**src/rtl/fetch_buffer.sv**
```systemverilog
// fetch_buffer: DEPTH-entry FIFO of {pc, inst} between fetch and decode.
// Define FETCH_BUF_BYPASS_EN to forward a push straight to decode when the buffer is empty.
module fetch_buffer #(
  parameter int ADDR  = 16,
  parameter int WORD  = 32,
  parameter int DEPTH = 4
) (
  input  logic                       clk,
  input  logic                       reset,
  input  logic                       flush_i,
  input  logic                       v_i,
  input  logic [ADDR-1:0]            pc_i,
  input  logic [WORD-1:0]            inst_i,
  output logic                       stall_o,
  output logic                       v_o,
  output logic [ADDR-1:0]            pc_o,
  output logic [WORD-1:0]            inst_o,
  input  logic                       stall_i,
  output logic [$clog2(DEPTH):0]     count_o
);
  localparam int PW = $clog2(DEPTH);
  logic [ADDR-1:0] r_pc [DEPTH];
  logic [WORD-1:0] r_inst [DEPTH];
  logic [PW-1:0]   r_wp, r_rp;
  logic [PW:0]     r_cnt;
  logic            w_full, w_nemp, w_byp, w_push, w_pop;
  assign w_full = r_cnt == (PW+1)'(DEPTH);
  assign w_nemp = r_cnt != '0;
`ifdef FETCH_BUF_BYPASS_EN
  assign w_byp = ~w_nemp & v_i & ~flush_i;
`else
  assign w_byp = 1'b0;
`endif
  // A bypassed entry that decode takes immediately is never stored.
  assign w_push  = v_i & ~w_full & ~flush_i & ~(w_byp & ~stall_i);
  assign w_pop   = w_nemp & ~stall_i & ~flush_i;
  assign stall_o = w_full;
  assign v_o     = w_nemp | w_byp;
  assign count_o = r_cnt;
`ifdef FETCH_BUF_BYPASS_EN
  assign pc_o   = w_nemp ? r_pc[r_rp] : w_byp ? pc_i : '0;
  assign inst_o = w_nemp ? r_inst[r_rp] : w_byp ? inst_i : '0;
`else
  assign pc_o   = w_nemp ? r_pc[r_rp] : '0;
  assign inst_o = w_nemp ? r_inst[r_rp] : '0;
`endif
  always_ff @(posedge clk or posedge reset)
    if (reset) begin
      r_cnt <= '0;
      r_wp  <= '0;
      r_rp  <= '0;
    end else if (flush_i) begin
      r_cnt <= '0;
      r_wp  <= '0;
      r_rp  <= '0;
    end else begin
      if (w_push) r_wp <= r_wp + PW'(1);
      if (w_pop) r_rp <= r_rp + PW'(1);
      r_cnt <= r_cnt + (PW+1)'(w_push) - (PW+1)'(w_pop);
    end
  always_ff @(posedge clk)
    if (w_push) begin
      r_pc[r_wp]   <= pc_i;
      r_inst[r_wp] <= inst_i;
    end
endmodule

```
**config.mk**
```make
export PLATFORM = sky130hd
export DESIGN_NAME = fetch_buffer
export DESIGN_NICKNAME = d
export VERILOG_FILES = /design/src/rtl/fetch_buffer.sv
export SDC_FILE = /design/constraint.sdc
export NUM_CORES = 1
export LEC_CHECK = 0
export CAP_MARGIN = 10
export CORE_MARGIN = 2
export CORE_UTILIZATION = 55
export DETAILED_ROUTE_END_ITERATION = 7
export MAX_ROUTING_LAYER = met4
export PLACE_DENSITY = 0.79
export SYNTH_ARGS = -nofsm -noshare
export SYNTH_HDL_FRONTEND = slang
export SYNTH_SLANG_ARGS = --single-unit
```
**constraint.sdc**
```tcl
create_clock -name clk -period 6 [get_ports clk]
set_clock_uncertainty 0.05 [all_clocks]
set_input_delay 0.9 -clock clk [delete_from_list [all_inputs] [get_ports clk]]
set_output_delay 0.9 -clock clk [all_outputs]
set_load 0.1 [all_outputs]
```
==> metrics.txt <==
Root Buffer Master clkbuf_16; period utilization 0.706; DRT iter0 DRCs 244; Rows 43; cell count after synthesis 356; status complete, no violations; largest net degree at the start of global routing 52; syn_area_per_cell 21.7 um2; final setup vio count 0; drt drc 0; CTS tree done; die boundary width 123 um; total global routing overflow 0; CP Launch Type flop; ANT nets after route 0; DR pass1 iterations 5; top-level I/O count 106; vias in the first global route 3865; synthesized area 7730 um2; fin crit period 4230 ps; post-cts hold buffer count 0; crit-path max FO 51; met3 Track Usage GR 0.0497; Synth area leader edfxtp_1; worst r2r path cells 11; Synth top area share 0.746; #FFs+latches synth 199; DP Wirelength 8340 um; starting density of the core 0.559; initial antenna violation count 1; crit end category primary output; area of the core 13800 um2; via count 3686; GR Layer Usage met1 0.249; I/O Buffers 105; Critical Path Start r_rp[0]; H-Tree Depth 4; part of the Yosys area used for sequential elements 0.769; endpoints failing hold 0; Worst R2R Setup Slack 3360 ps; post-CTS setup buffer count 0; routed len/inst 20.2 um; CTS Sinks 199; RSZ-0062 raised after global routing no; Synth Net Count 416; hold slack final 552 ps; worst min-delay path startpoint r_wp[1]; Tightest Pin Transition 1030 ps; DIE HEIGHT 123 um; post-synth cell types 21; Final nets 529; worst hold path type flop to flop; worst r2r dst count_o[2]; GRT Overall Usage 0.200; Post-Route WL 13400 um; most frequent cells in the layout edfxtp_1, clkdlybuf4s50_1, nor2b_1; Ys Warns 0; Post-CTS Resized 0; WP data required 5050 ps; final instance area 9510 um2; Cell Area, Placed 8960 um2; final weighted congestion in routability-driven placement 0.695; critical path data arrival time 3280 ps; Vias/cell 5.56; synth top area cells edfxtp_1, mux4_2, nor2b_1; commonest non-fill, non-tap cell in the layout edfxtp_1; clk slew on worst S/H paths 60 ps; kind of critical path flop to primary output; GR Util met2 0.323; Max Fclk 236 MHz; Num CTS Buffers 17; RR Startpoint count_o[1]; Area Overhead vs Synth 23.1%; Setup crit end inst_o[14]; Top Usage Layer GRT met2; max-slew violations 0; setup TNS after final layout 0 ps; max_slew headroom 0.314; die area 15000 um2; Clock Latency Late Sink 420 ps; fraction of layout cells with a size suffix above 1 0.178; first-pass GRT wire length 20700 um; max-cap viol count 0; Longest Clk Path Bufs 2
-- worst min path at each step --
stage	end	depth (start not counted)	slack (ps)
global route	r_wp[1]	2	580
finish	r_wp[1]	2	550
floorplan	r_wp[1]	2	510
detailed placement	r_wp[1]	2	540
global placement	r_wp[1]	2	520
CTS	r_wp[1]	2	550
-- worst max-delay path, stage by stage, from the launching register on --
cell and delay, ps:
dfrtp_4 1080, mux4_2 610, nor2b_1 170, clkdlybuf4s50_1 990
-- area by class of cell --
| cell class | instances | area, um2 |
|---|---|---|
| multi-input cells | 131 | 1660 |
| diodes | 1 | 2.50 |
| clock buffers | 20 | 437 |
| inverters | 8 | 30.0 |
| repair buffers | 112 | 1100 |
| flip-flops and latches | 199 | 5950 |
| well taps | 180 | 225 |
| fillers | 884 | 4320 |
| clock inverters | 12 | 110 |
-- sequential cells by signal (all words and copies together), names as in the netlist --
signal and cells:
r_wp 2, r_rp 2, count_o 3, r_inst 128
r_pc 64
-- cells in the mapped netlist --
cell type,instances
or3_1,3
nor2b_1,49
nand2b_1,3
nor2_1,3
o21ai_0,3
mux4_2,48
and2_1,5
edfxtp_1,192
inv_1,8
ha_1,6
nor3_1,3
buf_2,6
a21oi_1,3
fa_1,1
mux2i_1,1
buf_6,5
clkbuf_1,7
dfrtp_1,7
nor3_2,1
xor2_1,1
nor3b_1,1
-- stage by stage --
stage | utilization | instances | worst slack (ps)
after floorplan | - | 356 | 779
after global placement | 0.648 | 630 | 2110
after detailed placement | 0.648 | 630 | 2140
after CTS | 0.688 | 662 | 1670
after global routing | 0.688 | 663 | 1560
final | 0.688 | 663 | 1770
-- logic make-up (layout without fill, tap and decap cells) --
group	count (synthesis)	after routing	synth area share
compound gates	6	6	0.00388
xor+xnor	1	1	0.00113
fa+ha+maj	7	7	0.0123
buf+inv	26	152	0.0185
flops	199	199	0.769
mux	49	49	0.141
other cells	0	1	0
simple gates	68	68	0.0542
-- per-layer routing --
layer,up-vias,share of wire
li1,1649,-
met5,-,0
met1,1896,0.40
met2,128,0.53
met4,0,0.013
met3,13,0.060
Power is not shown: default switching activity piles up to over one toggle a cycle in this logic, so the estimate is an artifact.
